### src/rtl/param_tiny_pkg.sv
//------------------------------------------------------------------------------
// Module   : param_tiny_pkg
// Brief    : Opcodes, FSM state encoding and decode record for the tiny CPU.
// Revision : 1.0
//------------------------------------------------------------------------------
`default_nettype none

package param_tiny_pkg;

    localparam logic [3:0] c_OP_MOV_A_IM = 4'b0000;
    localparam logic [3:0] c_OP_MOV_B_IM = 4'b0001;
    localparam logic [3:0] c_OP_MOV_A_B  = 4'b0010;
    localparam logic [3:0] c_OP_MOV_B_A  = 4'b0011;
    localparam logic [3:0] c_OP_ADD_A_IM = 4'b0100;
    localparam logic [3:0] c_OP_ADD_B_IM = 4'b0101;
    localparam logic [3:0] c_OP_IN_A     = 4'b0110;
    localparam logic [3:0] c_OP_IN_B     = 4'b0111;
    localparam logic [3:0] c_OP_OUT_IM   = 4'b1000;
    localparam logic [3:0] c_OP_OUT_B    = 4'b1001;
    localparam logic [3:0] c_OP_JMP      = 4'b1010;
    localparam logic [3:0] c_OP_JNC      = 4'b1011;
    localparam logic [3:0] c_OP_HLT      = 4'b1111;

    localparam logic [2:0] c_S_IDLE   = 3'd0;
    localparam logic [2:0] c_S_FETCH  = 3'd1;
    localparam logic [2:0] c_S_DECODE = 3'd2;
    localparam logic [2:0] c_S_SELECT = 3'd3;
    localparam logic [2:0] c_S_EXEC   = 3'd4;
    localparam logic [2:0] c_S_WB     = 3'd5;
    localparam logic [2:0] c_S_HALT   = 3'd6;

    localparam logic [1:0] c_SEL_A    = 2'd0;
    localparam logic [1:0] c_SEL_B    = 2'd1;
    localparam logic [1:0] c_SEL_GPIO = 2'd2;
    localparam logic [1:0] c_SEL_ZERO = 2'd3;

    typedef struct packed {
        logic       wr_a;
        logic       wr_b;
        logic       wr_out;
        logic       jump_en;
        logic [1:0] sel;
        logic       is_halt;
    } decode_t;

endpackage

`default_nettype wire

### src/rtl/ptp_inst_decoder.sv
//------------------------------------------------------------------------------
// Module   : ptp_inst_decoder
// Brief    : Combinational opcode decode into write enables, jump and operand select.
// Revision : 1.0
//------------------------------------------------------------------------------
`default_nettype none

module ptp_inst_decoder
    import param_tiny_pkg::*;
(
    input  logic [3:0] inst,
    input  logic       cf,
    output logic [2:0] wr_en,   // {out, b, a}
    output logic       jump_en,
    output logic [1:0] sel,
    output logic       is_halt
);

    always_comb begin
        wr_en   = 3'b000;
        jump_en = 1'b0;
        sel     = c_SEL_ZERO;
        is_halt = 1'b0;
        case (inst)
            c_OP_MOV_A_IM: wr_en = 3'b001;
            c_OP_MOV_B_IM: wr_en = 3'b010;
            c_OP_MOV_A_B:  begin wr_en = 3'b001; sel = c_SEL_B;    end
            c_OP_MOV_B_A:  begin wr_en = 3'b010; sel = c_SEL_A;    end
            c_OP_ADD_A_IM: begin wr_en = 3'b001; sel = c_SEL_A;    end
            c_OP_ADD_B_IM: begin wr_en = 3'b010; sel = c_SEL_B;    end
            c_OP_IN_A:     begin wr_en = 3'b001; sel = c_SEL_GPIO; end
            c_OP_IN_B:     begin wr_en = 3'b010; sel = c_SEL_GPIO; end
            c_OP_OUT_IM:   wr_en = 3'b100;
            c_OP_OUT_B:    begin wr_en = 3'b100; sel = c_SEL_B;    end
            c_OP_JMP:      jump_en = 1'b1;
            c_OP_JNC:      jump_en = ~cf;
            c_OP_HLT:      is_halt = 1'b1;
            default:       ;
        endcase
    end

endmodule

`default_nettype wire

### src/rtl/param_tiny_processor.sv
//------------------------------------------------------------------------------
// Module   : param_tiny_processor
// Brief    : Five-cycle multi-state accumulator CPU with GPIO and loadable program RAM.
// Revision : 1.0
//------------------------------------------------------------------------------
`default_nettype none

module param_tiny_processor
    import param_tiny_pkg::*;
#(
    parameter int DATA_W = 4,
    parameter int PC_W   = 4
) (
    input  logic                clock,
    input  logic                reset_p,
    input  logic                run,
    input  logic [DATA_W-1:0]   gpio_in,
    output logic [DATA_W-1:0]   gpio_out,
    input  logic                prog_we,
    input  logic [PC_W-1:0]     prog_addr,
    input  logic [DATA_W+3:0]   prog_data,
    output logic [PC_W-1:0]     pc,
    output logic                retire,
    output logic                halted
);

    localparam int              c_DEPTH  = 2**PC_W;
    localparam logic [PC_W-1:0] c_PC_ONE = {{(PC_W-1){1'b0}}, 1'b1};

    logic [DATA_W+3:0] r_mem [c_DEPTH];

    logic [2:0]        r_state;
    logic [2:0]        w_state_nxt;
    logic [PC_W-1:0]   r_pc;
    logic [3:0]        r_inst;
    logic [DATA_W-1:0] r_imm;
    decode_t           r_dec;
    logic [DATA_W-1:0] r_sel_val;
    logic [DATA_W-1:0] r_result;
    logic              r_cf;
    logic [DATA_W-1:0] r_rega;
    logic [DATA_W-1:0] r_regb;
    logic [DATA_W-1:0] r_gpio_out;
    logic              r_retire;
    logic              r_halted;

    logic [2:0]        w_wr_en;
    logic              w_jump_en;
    logic [1:0]        w_sel;
    logic              w_is_halt;
    logic [DATA_W+3:0] w_fetch_word;
    logic [DATA_W-1:0] w_sel_val;
    logic [DATA_W:0]   w_sum;
    logic [PC_W-1:0]   w_jump_pc;
    logic              w_prog_ok;

    ptp_inst_decoder u_dec (
        .inst    (r_inst),
        .cf      (r_cf),
        .wr_en   (w_wr_en),
        .jump_en (w_jump_en),
        .sel     (w_sel),
        .is_halt (w_is_halt)
    );

    always_comb begin
        w_state_nxt = r_state;
        case (r_state)
            c_S_IDLE:   if (run) w_state_nxt = c_S_FETCH;
            c_S_FETCH:  w_state_nxt = c_S_DECODE;
            c_S_DECODE: w_state_nxt = c_S_SELECT;
            c_S_SELECT: w_state_nxt = c_S_EXEC;
            c_S_EXEC:   w_state_nxt = c_S_WB;
            c_S_WB: begin
                if (r_dec.is_halt) w_state_nxt = c_S_HALT;
                else if (run)      w_state_nxt = c_S_FETCH;
                else               w_state_nxt = c_S_IDLE;
            end
            c_S_HALT:   if (!run) w_state_nxt = c_S_IDLE;
            default:    w_state_nxt = c_S_IDLE;
        endcase
    end

    always_comb begin
        w_sel_val = '0;
        case (r_dec.sel)
            c_SEL_A:    w_sel_val = r_rega;
            c_SEL_B:    w_sel_val = r_regb;
            c_SEL_GPIO: w_sel_val = gpio_in;
            default:    w_sel_val = '0;
        endcase
    end

    assign w_fetch_word = r_mem[r_pc];
    assign w_sum        = {1'b0, r_sel_val} + {1'b0, r_imm};
    assign w_prog_ok    = (r_state == c_S_IDLE) || (r_state == c_S_HALT);

    // Jump target is the ALU result fitted to the PC width.
    generate
        if (PC_W > DATA_W) begin : g_jump_ext
            assign w_jump_pc = {{(PC_W-DATA_W){1'b0}}, r_result};
        end else begin : g_jump_trunc
            assign w_jump_pc = r_result[PC_W-1:0];
        end
    endgenerate

    // Program RAM is deliberately outside reset so a loaded program survives it.
    always_ff @(posedge clock) begin
        if (!reset_p && prog_we && w_prog_ok) begin
            r_mem[prog_addr] <= prog_data;
        end
    end

    always_ff @(posedge clock) begin
        if (reset_p) begin
            r_state    <= c_S_IDLE;
            r_pc       <= '0;
            r_inst     <= '0;
            r_imm      <= '0;
            r_dec      <= '0;
            r_sel_val  <= '0;
            r_result   <= '0;
            r_cf       <= 1'b0;
            r_rega     <= '0;
            r_regb     <= '0;
            r_gpio_out <= '0;
            r_retire   <= 1'b0;
            r_halted   <= 1'b0;
        end else begin
            r_state  <= w_state_nxt;
            r_retire <= (r_state == c_S_WB);
            r_halted <= (w_state_nxt == c_S_HALT);
            case (r_state)
                c_S_FETCH: begin
                    r_inst <= w_fetch_word[DATA_W+3:DATA_W];
                    r_imm  <= w_fetch_word[DATA_W-1:0];
                end
                c_S_DECODE: begin
                    r_dec.wr_a    <= w_wr_en[0];
                    r_dec.wr_b    <= w_wr_en[1];
                    r_dec.wr_out  <= w_wr_en[2];
                    r_dec.jump_en <= w_jump_en;
                    r_dec.sel     <= w_sel;
                    r_dec.is_halt <= w_is_halt;
                end
                c_S_SELECT: r_sel_val <= w_sel_val;
                c_S_EXEC: begin
                    r_result <= w_sum[DATA_W-1:0];
                    r_cf     <= w_sum[DATA_W];
                end
                c_S_WB: begin
                    if (r_dec.wr_a)   r_rega     <= r_result;
                    if (r_dec.wr_b)   r_regb     <= r_result;
                    if (r_dec.wr_out) r_gpio_out <= r_result;
                    // HLT leaves the PC pointing at itself.
                    if (r_dec.jump_en)       r_pc <= w_jump_pc;
                    else if (!r_dec.is_halt) r_pc <= r_pc + c_PC_ONE;
                end
                default: ;
            endcase
        end
    end

    assign gpio_out = r_gpio_out;
    assign pc       = r_pc;
    assign retire   = r_retire;
    assign halted   = r_halted;

endmodule

`default_nettype wire

### config.mk
export PLATFORM = sky130hd
export DESIGN_NAME = param_tiny_processor
export DESIGN_NICKNAME = d
export VERILOG_FILES = /design/src/rtl/param_tiny_pkg.sv /design/src/rtl/ptp_inst_decoder.sv /design/src/rtl/param_tiny_processor.sv
export SDC_FILE = /design/constraint.sdc
export NUM_CORES = 1
export LEC_CHECK = 0
export ABC_CLOCK_PERIOD_IN_PS = 3600
export CAP_MARGIN = 20
export CORE_UTILIZATION = 65
export DETAILED_ROUTE_END_ITERATION = 8
export GPL_TIMING_DRIVEN = 0
export PLACE_DENSITY = 0.85
export SLEW_MARGIN = 20
export SYNTH_ARGS = -nofsm -noshare
export SYNTH_HDL_FRONTEND = slang
export SYNTH_HIERARCHICAL = 1
export SYNTH_SLANG_ARGS = --single-unit
export TNS_END_PERCENT = 20
### constraint.sdc
create_clock -name clock -period 3.6 [get_ports clock]
set_input_delay 0.54 -clock clock [delete_from_list [all_inputs] [get_ports clock]]
set_output_delay 0.54 -clock clock [all_outputs]
set_load 0.005 [all_outputs]
==> results of run 1 <==
-- worst register-to-register path, cell delays in order (launching register included) --
cell      delay [ps]
dfxtp_1          350
clkbuf_1         330
xor2_1           150
nor4_1           580
nand2b_1         280
nor2_1           680
-- cell families after synthesis --
group / after synthesis
DFF: 173
xor gates and xnor gates: 3
adders and majority gates: 6
muxes: 61
AOI/OAI and AO/OA: 69
and+or+nand+nor: 129
buffers and inverters: 24
-- final cells by class --
class / instances / area, µm²
Buffer: 22 / 108
Multi-Input combinational cell: 268 / 2180
Clock inverter: 12 / 110
Tap cell: 136 / 170
Sequential cell: 173 / 4740
Clock buffer: 20 / 425
Fill cell: 602 / 2380
Inverter: 2 / 7.51
Timing Repair Buffer: 29 / 290
-- synthesized netlist by cell type, drive strengths merged (7+ instances only) --
cell      n  area, µm²
a211oi    8       60.1
a21oi    25        125
buf      12       70.1
clkbuf   10       37.5
dfxtp    45        901
edfxtp  128       3840
mux2i    33        330
mux4     26        612
nand2    22       82.6
nand2b   14       87.6
nand3    17       85.1
nor2     45        169
nor3      7       40.0
o21ai    10       50.0
-- sequential cells by signal, summed over array words and instances, names as in the netlist --
signal / count
gpio_out: 4
halted: 1
pc: 4
r_cf: 1
r_dec: 7
r_imm: 4
r_inst: 4
r_mem: 128
r_rega: 4
r_regb: 4
r_result: 4
r_sel_val: 4
r_state: 3
retire: 1
-- layout by cell type, fill, tap and decap left out, types with 5 or more instances in the layout --
cell type,synthesis,final
edfxtp_1,128,128
nor2_1,45,45
dfxtp_1,45,45
mux2i_1,33,33
clkdlybuf4s50_1,0,29
a21oi_1,25,25
nand2_1,22,22
mux4_2,19,19
nand3_1,17,17
clkbuf_16,0,16
nand2b_1,14,14
clkbuf_1,10,13
o21ai_0,9,9
buf_2,8,8
a211oi_1,8,8
mux4_1,7,7
a22oi_1,6,6
a32oi_1,6,6
nand3b_1,5,5
nor3_2,1,5
nor2b_1,5,5
ha_1,5,5
-- worst paths after layout --
path | start | endpoint | slack, ps
worst max-delay path | r_state[1] | r_mem[4][1] | 860
worst min-delay path | gpio_out[0] | gpio_out[0] | 460
worst max register to register | r_state[1] | r_mem[4][1] | 860
worst min register to register | gpio_out[0] | gpio_out[0] | 460
-- through the flow --
step / instances / hold WS, ps / util [%] / setup slack, ps
6_report: 662 / 462 / 77.1 / 863
5_1_grt: 662 / 485 / 77.1 / 691
4_1_cts: 662 / 465 / 77.1 / 916
3_5_place_dp: 630 / 456 / 72.0 / 577
3_3_place_gp: 630 / 445 / 71.8 / 307
2_1_floorplan: 465 / 436 / - / 1470
-- power groups by stage --
stage | Clock [W] | Combinational, W | Sequential [W]
final | 0.00168 | 0.000239 | 0.00221
after CTS | 0.00169 | 0.000236 | 0.00221
after floorplan | 0 | 0.000141 | 0.00224
after global placement | 0 | 0.000220 | 0.00224
after global routing | 0.00177 | 0.000256 | 0.00221
after detailed placement | 0 | 0.000233 | 0.00225
-- per-layer routing --
metal,vias up,GRT usage [%]
met4,0,12.1
li1,1900,-
met5,-,0
met2,246,51.7
met3,32,7.05
met1,2154,38.0
==> impl_metrics.toml, run 1 <==
[routing]
dr_wl_met3_um = 1150
num_vias = 4332
routed_wl_um = 15600
firstDrtPassIters = 5
dr_wl_met2_um = 8140
via_per_inst = 6.54
drcViolationCount = 0
drt_iter0_drc = 421
wl_met1_um = 5980
post_drt_wl_per_cell_um = 23.6
top_layer = "met4"
drtAntennaViolNets = 0

[synth]
synth_flop_cell = "edfxtp_1"
ys_types = 47
synthSimpleGateAreaFrac_pct = 9.10
netlist_area_um2 = 7020
syn_inst = 465
ys_seq_area_share_pct = 67.6
ys_seq_elements = 173
synth_compound_area_share_pct = 6.33
synth_top_family_by_area = "multiplexers"
synthMuxAreaShare_pct = 13.8
synth_fp_nets = 491
avgSynthCellArea_um2 = 15.1
synthAdderAreaFrac_pct = 1.18
yosysWarnings = 6
synth_edf_count = 128
async_flop_share_pct = 0
synth_xor_area_share_pct = 0.375

[final_layout]
area_growth_pct = 14.5
antenna_cells = 0
drive_gt1_share_pct = 12.7
fin_nets = 539
design_area_um2 = 8030

[sta]
slew_headroom_pct = 45.8
post-route-period-util_pct = 76.0
finalHoldViolations = 0
drv_slew = 0
finalCriticalPeriod_ps = 2740
setup-tns-final_ps = 0
finalSetupViolations = 0
clock.fmax_ghz = 0.365
tightest_slew_ps = 810
grt_setup_unrepaired = "false"
fin_worst_skew_ps = 8.30

[power]
clkPwrFrac_pct = 40.7
p_sw_w = 0.000930
ir_drop_uv = 724
p_int_w = 0.00319
p_comb_share_pct = 5.8
seqPwrFrac_pct = 53.5
total_power_w = 0.00412
p_leak_nw = 2.57
switching_share_pct = 22.6
power.density_nw_per_um2 = 513

[setup_path]
worst_r2r_path_depth = 5
crit_buf_inv = 1
path_max_fanout = 10
crit_arrival_ps = 2900
cp_num_cells = 5
critPathSlowestCell = "nor2_1"
worstSetupStartpointType = "register"
crit_family = "simple AND/OR/NAND/NOR gates"
end_kind = "register"
cp_slowest_stage_delay_ps = 680
worstPathRequired_ps = 3770
crit_chain = "clkbuf_1 -> xor2_1 -> nor4_1 -> nand2b_1 -> nor2_1"
crit_type = "reg -> reg"

[die]
rows = 37
floorplan.initialDensity_pct = 67.4
pin_count = 30
die-height_um = 106
dieArea_um2 = 11200
die-width_um = 106
coreArea_um2 = 10400

[hold_path]
min_path_cells = 2
hold_class = "reg -> reg"

[clock_network]
cts.sinks = 173
cts_resized = 0
cts_root_buf = "clkbuf_8"
htreeDepth = 4
clk_pin_slew_worst_paths_ps = 60
cts_tree = "built"
cts_setup_buffers = 0
cts_max_path_buffers = 2
numCtsBuffers = 17
ctsHoldBuffers = 0
clk_latency_ps = 540

[outcome]
status = "completed"

[flow_run]
maxCapViolCount = 0

[placement]
globalplace.congestion = 0.843
placed_area_um2 = 7500
port_buffers = 29
dp_hpwl_um = 10000

[global_route]
grt_pass1_vias = 4299
grt_max_degree = 17
grt-ovfl-total = 0
grt_usage_pct = 30.4
antenna_found_initial = 0
grt_pass1_wl_um = 24100
Note: power is estimated with default switching activity, not from simulation.
==> run 2, diff against run 1 <==
--- a/config.mk
+++ b/config.mk
@@ -5,12 +5,12 @@
 export SDC_FILE = /design/constraint.sdc
 export NUM_CORES = 1
 export LEC_CHECK = 0
-export ABC_CLOCK_PERIOD_IN_PS = 3600
+export ABC_CLOCK_PERIOD_IN_PS = 2230
 export CAP_MARGIN = 20
-export CORE_UTILIZATION = 65
+export CORE_UTILIZATION = 54
 export DETAILED_ROUTE_END_ITERATION = 8
 export GPL_TIMING_DRIVEN = 0
-export PLACE_DENSITY = 0.85
+export PLACE_DENSITY = 0.75
 export SLEW_MARGIN = 20
 export SYNTH_ARGS = -nofsm -noshare
 export SYNTH_HDL_FRONTEND = slang
==> constraint.sdc (replaced) <==
create_clock -name clock -period 2.23 [get_ports clock]
set_input_delay 0.3345 -clock clock [delete_from_list [all_inputs] [get_ports clock]]
set_output_delay 0.3345 -clock clock [all_outputs]
set_load 0.005 [all_outputs]
==> run 2 against run 1 <==
Compared with the run above: die area grew 20%; register-to-register slack lost 750 ps; design area grew 4.7%; critical path depth shrank 1; clock skew is essentially flat; worst hold slack lost 5.9 ps; clock power grew 74%; largest power group unchanged; via count shrank 4.7%; global-route usage shrank 5.9 points; power grew 67%; sequential power grew 61%.
==> impl_metrics.toml, run 2 (synthesis gave the netlist of run 1 again) <==
[die]
pin_count = 30
die-width_um = 116
die-height_um = 116
dieArea_um2 = 13500
floorplan.initialDensity_pct = 55.6
rows = 41
coreArea_um2 = 12600

[setup_path]
crit_family = "multiplexers"
critPathSlowestCell = "mux4_1"
critPathLaunch = "pc[0]"
crit_arrival_ps = 2430
path_max_fanout = 10
worstSetupStartpointType = "register"
worstPathRequired_ps = 2540
end_kind = "register"
worst_r2r_path_depth = 4
cp_num_cells = 4
crit_chain = "buf_6 -> mux4_1 -> mux2_2 -> a221o_1"
cp_slowest_stage_delay_ps = 640
r2r_end = "r_imm[0]"
r2r_slack_ps = 110
crit_type = "reg -> reg"
reg2reg_from = "pc[0]"
crit_path_end = "r_imm[0]"
crit_buf_inv = 1

[final_layout]
regMostFlops = "r_mem"
top_regs = "r_mem (128), r_dec (7)"
antenna_cells = 0
drive_gt1_share_pct = 17.8
layout_commonest_cell = "edfxtp_1"
fin_nets = 549
area_growth_pct = 19.9
fillers = 905
final_cell_mix = "edfxtp_1 (128), dfxtp_1 (45), mux2i_1 (33), nor2_1 (33), clkdlybuf4s50_1 (29)"
largest_reg_flops = 128

[sta]
fin_worst_skew_ps = 8.16
post-route-period-util_pct = 94.9
finalSetupViolations = 0
finalHoldViolations = 0
finalCriticalPeriod_ps = 2120
hold_slack_ps = 456
setup-tns-final_ps = 0
clock.fmax_ghz = 0.473
slew_headroom_pct = 50.2
drv_slew = 0
tightest_slew_ps = 747
grt_setup_unrepaired = "false"

[clock_network]
cts_root_buf = "clkbuf_16"
clk_pin_slew_worst_paths_ps = 60
cts.sinks = 173
cts_max_path_buffers = 2
ctsHoldBuffers = 0
clk_latency_ps = 430
htreeDepth = 4
cts_tree = "built"
numCtsBuffers = 17

[global_route]
antenna_found_initial = 0
grt_pass1_vias = 4131
grt_pass1_wl_um = 23000
grt-ovfl-total = 0
grt_max_degree = 17
grt_usage_pct = 24.4

[power]
switching_share_pct = 21.3
p_leak_nw = 2.68
p_int_w = 0.00542
p_sw_w = 0.00147
clkPwrFrac_pct = 42.4
power.density_nw_per_um2 = 820
ir_drop_uv = 753
seqPwrFrac_pct = 51.7
p_comb_share_pct = 6.0

[flow_run]
maxCapViolCount = 0

[routing]
via_per_inst = 5.84
drtAntennaViolNets = 0
routed_wl_um = 15000
num_vias = 4127
post_drt_wl_per_cell_um = 21.1
drcViolationCount = 0
firstDrtPassIters = 5
drt_iter0_drc = 363

[hold_path]
hold_class = "reg -> reg"

[placement]
port_buffers = 29
dp_hpwl_um = 9500
globalplace.congestion = 0.832

[outcome]
status = "completed"
-- run 2: metrics by stage --
stage               power [W]  setup WS, ps  instance area, µm²  std cells  util [%]
finish                0.00689           114                8410        707      66.6
global route          0.00708          23.9                8410        707      66.6
CTS                   0.00691         -53.8                8390        707      66.5
detailed placement    0.00400          -559                7540        666      59.8
global placement      0.00398          -900                7520        666      59.6
floorplan             0.00384          95.5                7020        465         -
-- run 2: power by group through the flow --
stage | Combinational, W | Clock, W | Sequential (W)
finish | 0.000411 | 0.00292 | 0.00356
global route | 0.000449 | 0.00306 | 0.00357
CTS | 0.000399 | 0.00295 | 0.00356
detailed placement | 0.000372 | 0 | 0.00363
global placement | 0.000359 | 0 | 0.00362
floorplan | 0.000227 | 0 | 0.00361
-- run 2: layout make-up --
| cell class | count | area (µm²) | area share [%] |
|---|---|---|---|
| multi-input cells | 268 | 2320 | 27.6 |
| plain buffers | 22 | 109 | 1.29 |
| inverters | 2 | 7.51 | 0.0893 |
| clock inverters | 11 | 145 | 1.73 |
| flip-flops and latches | 173 | 4740 | 56.4 |
| repair buffers | 39 | 428 | 5.09 |
| well taps | 172 | 215 | 2.56 |
| clock buffers | 20 | 437 | 5.19 |
-- run 2: repair_timing --
action	CTS	global route
pin swaps	7	0
endpoints found under the setup margin	128	131
buffers inserted	10	0
hold endpoints to repair	0	0
resized for setup	30	7
-- run 2: layer usage --
metal,global-route usage (%),vias to the layer above,part of all wire (%)
li1,-,1916,-
met1,31.5,2045,41
met2,40.0,141,50
met3,6.69,25,6.0
met4,8.80,0,2.5
met5,0,-,0
-- run 2: how the worst min path moves through the flow --
stage / from / endpoint / slack, ps / cells after the start
CTS: r_rega[3] / r_rega[3] / 460 / 2
global route: gpio_out[2] / gpio_out[2] / 470 / 2
finish: gpio_out[0] / gpio_out[0] / 460 / 2
detailed placement: r_rega[3] / r_rega[3] / 450 / 2
floorplan: prog_data[0] / r_mem[0][0] / 430 / 0
global placement: r_rega[1] / r_rega[1] / 440 / 2
-- run 2: worst reg2reg max path: cells and delay by family, from the launching register on --
family | cells | cell delay (ps)
DFF | 1 | 510
muxes | 2 | 960
buffers and inverters | 1 | 240
AOI/OAI and AO/OA | 1 | 300
==> run 3, diff against run 2 <==
--- a/config.mk
+++ b/config.mk
@@ -7,11 +7,12 @@
 export LEC_CHECK = 0
 export ABC_CLOCK_PERIOD_IN_PS = 2230
 export CAP_MARGIN = 20
+export CORE_ASPECT_RATIO = 0.8
 export CORE_UTILIZATION = 54
 export DETAILED_ROUTE_END_ITERATION = 8
 export GPL_TIMING_DRIVEN = 0
 export PLACE_DENSITY = 0.75
-export SLEW_MARGIN = 20
+export SLEW_MARGIN = 5
 export SYNTH_ARGS = -nofsm -noshare
 export SYNTH_HDL_FRONTEND = slang
 export SYNTH_HIERARCHICAL = 1
==> run 3 against run 2 <==
Compared with the run above: register-to-register slack got worse by 40 ps; via count rose by 1.5%; cell count fell by 0.99%; non-clock buffer count fell by 7; critical endpoint is now r_mem[8][6]; largest cell class unchanged.
==> impl_metrics.toml, run 3 (synthesis gave the netlist of run 1 again) <==
[setup_path]
crit_buf_inv = 1
crit_arrival_ps = 2220
path_max_fanout = 9
crit_type = "reg -> reg"
crit_family = "simple AND/OR/NAND/NOR gates"
end_kind = "register"
cp_slowest_stage_delay_ps = 570
worstSetupStartpointType = "register"
critPathSlowestCell = "nor2_1"
crit_chain = "buf_2 -> xor2_1 -> nor4_1 -> nand2b_1 -> nor2_1"
worstPathRequired_ps = 2300

[final_layout]
layout_commonest_cell = "edfxtp_1"
antenna_cells = 0
top_regs = "r_mem (128), r_dec (7)"
final_cell_mix = "edfxtp_1 (128), dfxtp_1 (43), nor2_1 (34), mux2i_1 (33), clkdlybuf4s50_1 (29)"
drive_gt1_share_pct = 15.9
design_area_um2 = 8170
largest_reg_flops = 128
fin_cells = 700
regMostFlops = "r_mem"
fin_nets = 542
area_growth_pct = 16.4

[clock_network]
clk_pin_slew_worst_paths_ps = 70
ctsHoldBuffers = 0
cts_setup_buffers = 0
cts_root_buf = "clkbuf_16"
cts_max_path_buffers = 2
clk_latency_ps = 430
cts.sinks = 173
cts_tree = "built"
htreeDepth = 4
numCtsBuffers = 17

[power]
power.density_nw_per_um2 = 823
p_leak_nw = 2.61
p_comb_share_pct = 5.7
seqPwrFrac_pct = 53.1
ir_drop_uv = 725
p_int_w = 0.00521
p_sw_w = 0.00151
clkPwrFrac_pct = 41.3
switching_share_pct = 22.5

[global_route]
grt_usage_pct = 24.2
antenna_found_initial = 0
grt-ovfl-total = 0
grt_pass1_vias = 4086
grt_max_degree = 17
grt_pass1_wl_um = 22900

[die]
rows = 36
die-height_um = 104
pin_count = 30
floorplan.initialDensity_pct = 56.4
dieArea_um2 = 13500
die-width_um = 129
coreArea_um2 = 12400

[routing]
drcViolationCount = 0
drtAntennaViolNets = 0
post_drt_wl_per_cell_um = 21.3
drt_iter0_drc = 418
firstDrtPassIters = 6
via_per_inst = 5.98
routed_wl_um = 14900
num_vias = 4189

[outcome]
status = "completed"

[sta]
post-route-period-util_pct = 96.5
tightest_slew_ps = 708
fin_worst_skew_ps = 7.54
grt_setup_unrepaired = "true"
clock.fmax_ghz = 0.465
slew_headroom_pct = 52.8
finalHoldViolations = 0
drv_slew = 0
finalCriticalPeriod_ps = 2150
finalSetupViolations = 0

[placement]
place_inst = 669
dp_hpwl_um = 10100
placed_area_um2 = 7550
globalplace.congestion = 0.792
port_buffers = 29

[flow_run]
maxCapViolCount = 0

[hold_path]
hold_class = "reg -> reg"
-- run 3: cell count changes in the layout (fill, tap and decap cells not counted), sizes merged --
| cell | previous run | this run |
|---|---|---|
| buf | 22 | 15 |
| inv | 2 | 5 |
| bufinv | 3 | 1 |
| clkinv | 5 | 7 |
| clkinvlp | 3 | 1 |
-- run 3: worst reg2reg max path: stages, from the launching register on --
cell and delay (ps):
dfxtp_1 290, buf_2 160, xor2_1 190, nor4_1 340, nand2b_1 230, nor2_1 570
-- run 3: final cells by class --
class                           count  area, µm²
Sequential cell                   173       4750
Fill cell                         895       4260
Multi-Input combinational cell    268       2220
Clock buffer                       20        437
Timing Repair Buffer               33        318
Tap cell                          171        214
Clock inverter                     12        114
Buffer                             21        106
Inverter                            2       7.51
-- run 3: what timing repair did --
item	in CTS	in global routing
cloned	0	0
pin swaps	0	1
endpoints found under the setup margin	128	115
gates resized for setup	12	10
-- run 3: per-layer routing --
layer / vias to the layer above / GRT usage, % / wire length [µm]
met5: - / 0 / 0
met4: 0 / 10.5 / 350
met3: 29 / 6.94 / 940
met2: 167 / 36.4 / 7060
met1: 2091 / 33.1 / 6560
li1: 1902 / - / -
-- run 3: path summary, 6_finish.rpt --
path                            slack [ps]         from  cells after the start           to
worst max-delay path                    80   r_state[2]                      5  r_mem[8][6]
worst min-delay path                   460  gpio_out[3]                      2  gpio_out[3]
worst max register to register          80   r_state[2]                      5  r_mem[8][6]
worst min register to register         460  gpio_out[3]                      2  gpio_out[3]
-- run 3: power by group through the flow --
stage          Clock, W  Combinational (W)  Sequential, W
6_report        0.00277           0.000381        0.00357
3_3_place_gp          0           0.000361        0.00362
3_5_place_dp          0           0.000375        0.00363
5_1_grt         0.00292           0.000416        0.00357
2_1_floorplan         0           0.000227        0.00361
4_1_cts         0.00280           0.000377        0.00356
-- run 3: per-stage QoR --
| step | hold slack, ps | utilization, % | setup WS (ps) | total power, W | TNS [ps] |
|---|---|---|---|---|---|
| after detailed placement | 451 | 60.7 | -730 | 0.00400 | -52780 |
| after global routing | 476 | 65.7 | -22.4 | 0.00691 | -308 |
| after global placement | 447 | 60.5 | -823 | 0.00398 | -61890 |
| after floorplan | 433 | - | 95.5 | 0.00384 | 0 |
| after CTS | 460 | 65.5 | -39.0 | 0.00674 | -1040 |
| final | 461 | 65.7 | 77.4 | 0.00672 | 0 |
==> RTL edit 1 (settings of run 1) <==
The parameter `PC_W` goes from 4 to 3.
--- a/src/rtl/param_tiny_processor.sv
+++ b/src/rtl/param_tiny_processor.sv
@@ -11,3 +11,3 @@
     parameter int DATA_W = 4,
-    parameter int PC_W   = 4
+    parameter int PC_W   = 3
 ) (
Ports: changed (resized pc and prog_addr); port bits go from 30 to 28. No check against the original RTL was run, so the function may have changed too.
==> RTL edit 1 against run 1 <==
Core utilization decreased by 1.0 points. Routed wire length decreased by 46%. Synthesized area decreased by 35%. Worst setup slack improved by 0.48 ns. Sequential cell count decreased by 65. Combinational power decreased by 17%. Non-clock buffer count decreased by 3. Final area decreased by 36%. Power decreased by 44%. Sequential share of layout area decreased by 4.9 points. Clock skew increased by 0.00073 ns. Maximum frequency increased by 21%. Register-to-register slack improved by 0.53 ns. Critical path type is now primary input to register. Highest routed layer unchanged.
==> RTL edit 1: results (changes against run 1) <==
metric;value;unit;change
Regs by FF count;r_mem (64), r_dec (7);;
first-pass GRT wire length;13.7;mm;-43%
Netlist cell types;45;;-4.3%
sw frac;0.258;;+0.0322
number of enable flip-flop cells after synthesis;64;;-50%
Arrival @ worst endpoint;2.27;ns;-0.63 ns
GP Congestion;0.817;;-3.1%
Port Buffers;27;;-6.9%
largest net degree at the start of global routing;23;;+6
Lkg Pwr;0.00173;µW;-33%
layout cells sized above 1;0.0944;;-0.0329
via/cell ratio;5.76;;-12%
Post-Syn Nets;395;;-20%
1st-pass router iterations;4;;-1
CTS buffer count;9;;-8
Placed Instances;493;;-22%
status;completed;;
Wirelength per Cell;16.7;µm;-29%
max_slew headroom;0.489;;+0.0307
Synth top cells by count;edfxtp_1, mux2i_1, dfxtp_1;;
Final #Nets;433;;-20%
vias in the first global route;2799;;-35%
peak supply drop;0.338;mV;-53%
HPWL after DPL;5.89;mm;-41%
all-layer global routing usage;0.253;;-0.0510
vias post-DR;2934;;-32%
top post-synthesis cells by area;edfxtp_1, dfxtp_1, mux2i_1, a21oi_1, a22o_1;;
pre-CTS WS;0.934;ns;+0.357 ns
RTL edit 1: cell count changes in the layout (fill, tap and decap cells not counted), moves of 13 or more:
cell and change:
mux4_2 -19, edfxtp_1 -64, clkbuf_16 -16, a21oi_1 +18, a22o_1 +16, mux2i_1 +13
RTL edit 1: final timing paths:
kind | to | slack (ns) | cells past startpoint
max | r_mem[5][6] | 1.34 | 4
min | gpio_out[1] | 0.46 | 2
min reg2reg | gpio_out[1] | 0.46 | 2
max reg2reg | r_mem[5][6] | 1.39 | 5
RTL edit 1: power groups by stage:
stage,clock (µW),sequential (µW),combinational [µW]
after floorplan,0,1390,133
after global placement,0,1390,190
after detailed placement,0,1390,197
after CTS,743,1370,198
after global routing,785,1370,220
final,739,1370,199
RTL edit 1: layout make-up:
cell class | instances | share of cell area
clock inverter | 7 | 0.0167
buffer | 21 | 0.0274
clock buffer | 9 | 0.0240
timing repair buffer | 27 | 0.0523
sequential | 108 | 0.542
tap | 96 | 0.0232
multi-input combinational | 238 | 0.312
inverter | 3 | 0.00218
RTL edit 1: per-layer routing:
metal  wire [µm]  track usage  part of all wire  vias to the layer above
met4         194        0.109             0.023                        0
met2        4430        0.455              0.52                       72
li1            -            -                 -                     1442
met1        3610        0.300              0.42                     1406
met3         285       0.0443             0.033                       14
met5           0            0                 0                        -
RTL edit 1: cell families (layout without fill, tap and decap cells):
logic type,Yosys count,in the layout,share of synthesized area
buffers and inverters,24,67,0.0335
muxes,47,47,0.103
and+or+nand+nor,107,107,0.122
DFF,108,108,0.614
xor gates and xnor gates,2,2,0.00384
adders and majority gates,6,6,0.0181
AOI/OAI and AO/OA,76,76,0.105
RTL edit 1: per-stage QoR:
stage	hold WS (ns)	total power, µW	instance area (µm²)
after global routing	0.481	2380	5170
after detailed placement	0.445	1590	4960
final	0.456	2310	5170
after global placement	0.444	1580	4950
after CTS	0.460	2310	5170
after floorplan	0.436	1520	4560
RTL edit 1: worst max-delay path, cell delays in order:
cell	delay, ns
clkdlybuf4s50_1	0.52
nor4b_2	0.40
nand2_1	0.19
nor2_1	0.62
==> RTL edit 2 (config.mk and constraints of run 1) <==
Without the edit above. Register the output `pc` once more, cleared by the reset; this adds one clock of latency there. The other outputs are not delayed to match.
--- a/src/rtl/param_tiny_processor.sv
+++ b/src/rtl/param_tiny_processor.sv
@@ -164,3 +164,9 @@
     assign gpio_out = r_gpio_out;
-    assign pc       = r_pc;
+    always_ff @(posedge clock) begin
+        if (reset_p) begin
+            pc <= '0;
+        end else begin
+            pc <= r_pc;
+        end
+    end
     assign retire   = r_retire;
Formal check against the unedited RTL: not equivalent (a bounded check fails within 10 cycles, from zero or initial values and one cycle with reset_p high).
==> RTL edit 2 against run 1 <==
Final area grew 1.7%. Sequential cell count increased by 4. Non-clock buffer count grew 3. Clock skew decreased by 0.0013 ns. Synthesized area rose by 2.1%. Power up 1.1%. Worst setup slack better by 0.14 ns. Final cell count grew 1.4%. Routed wire length is 7.0% lower. Critical endpoint is now r_mem[4][4].
==> RTL edit 2: results (changes against run 1) <==
metric;value;unit;change
status;completed;;
met1 Use GR;0.367;;-0.0126
sequential portion of the cell area;0.591;;about the same
Port Buffers;28;;-3.4%
final cell count without fillers;671;;+1.4%
Synth top cells by count;edfxtp_1, dfxtp_1, nor2_1;;
M3 GR Usage;0.0748;;+0.00426
Iter 0 DRT Violations;408;;-3.1%
FF+latch area;0.00482;mm²;+1.7%
M1 wire length;6.00;mm;+0.20%
pre-CTS WS;0.621;ns;+0.0438 ns
Clock Skew;0.00704;ns;-0.00126 ns
layout cells sized above 1;0.127;;-0.000274
via/cell ratio;6.31;;-3.5%
sequential cells;177;;+2.3%
HPWL after DPL;9.59;mm;-4.5%
first-pass GRT wire length;22.7;mm;-5.7%
Flop+latch power;2250;µW;+2%
sequential fraction of the synthesis area;0.674;;-0.00276
final-layout non-clock buffer area share;0.0512;;+0.00162
Met3 Wirelength;1.00;mm;-13%
top post-synthesis cells by area;edfxtp_1, dfxtp_1, mux4_2, mux2i_1, mux4_1;;
global routing usage on met2;0.457;;-0.0601
Wirelength per Cell;21.7;µm;-8.2%
peak supply drop;0.467;mV;-35%
number of enable flip-flop cells after synthesis;128;;unchanged
pin slew with the least headroom to its limit;0.816;ns;+0.00614 ns
Arrival @ worst endpoint;2.77;ns;-0.13 ns
Final #Nets;548;;+1.7%
Placed Instances;639;;+1.4%
Post-Syn Nets;501;;+2.0%
all-layer global routing usage;0.281;;-0.0229
Avg Cell Area, Syn;15.1;µm²;about the same
placed cell area;0.00763;mm²;+1.8%
## RTL edit 2: final timing paths
path	start	endpoint	slack, ns	cells after the start
worst max register to register	r_state[1]	r_mem[4][4]	1.00	5
worst min-delay path	gpio_out[0]	gpio_out[0]	0.46	2
worst max-delay path	r_state[1]	r_mem[4][4]	1.00	5
worst min register to register	gpio_out[0]	gpio_out[0]	0.46	2
## RTL edit 2: critical path, cell delays in order, from the launching register on
cell and delay [ns]:
dfxtp_1 0.31, buf_2 0.17, xor2_1 0.19, nor4_1 0.60, nand2b_1 0.29, nor2_1 0.67
## RTL edit 2: cells by family (layout without fill, tap and decap cells)
logic type      after synthesis  in the layout  synth area share
fa+ha+maj                     6              6            0.0115
compound gates               71             71            0.0643
simple gates                129            129            0.0907
flops                       177            177             0.674
xor+xnor                      3              3           0.00367
buf+inv                      28             88            0.0203
mux                          61             61             0.136
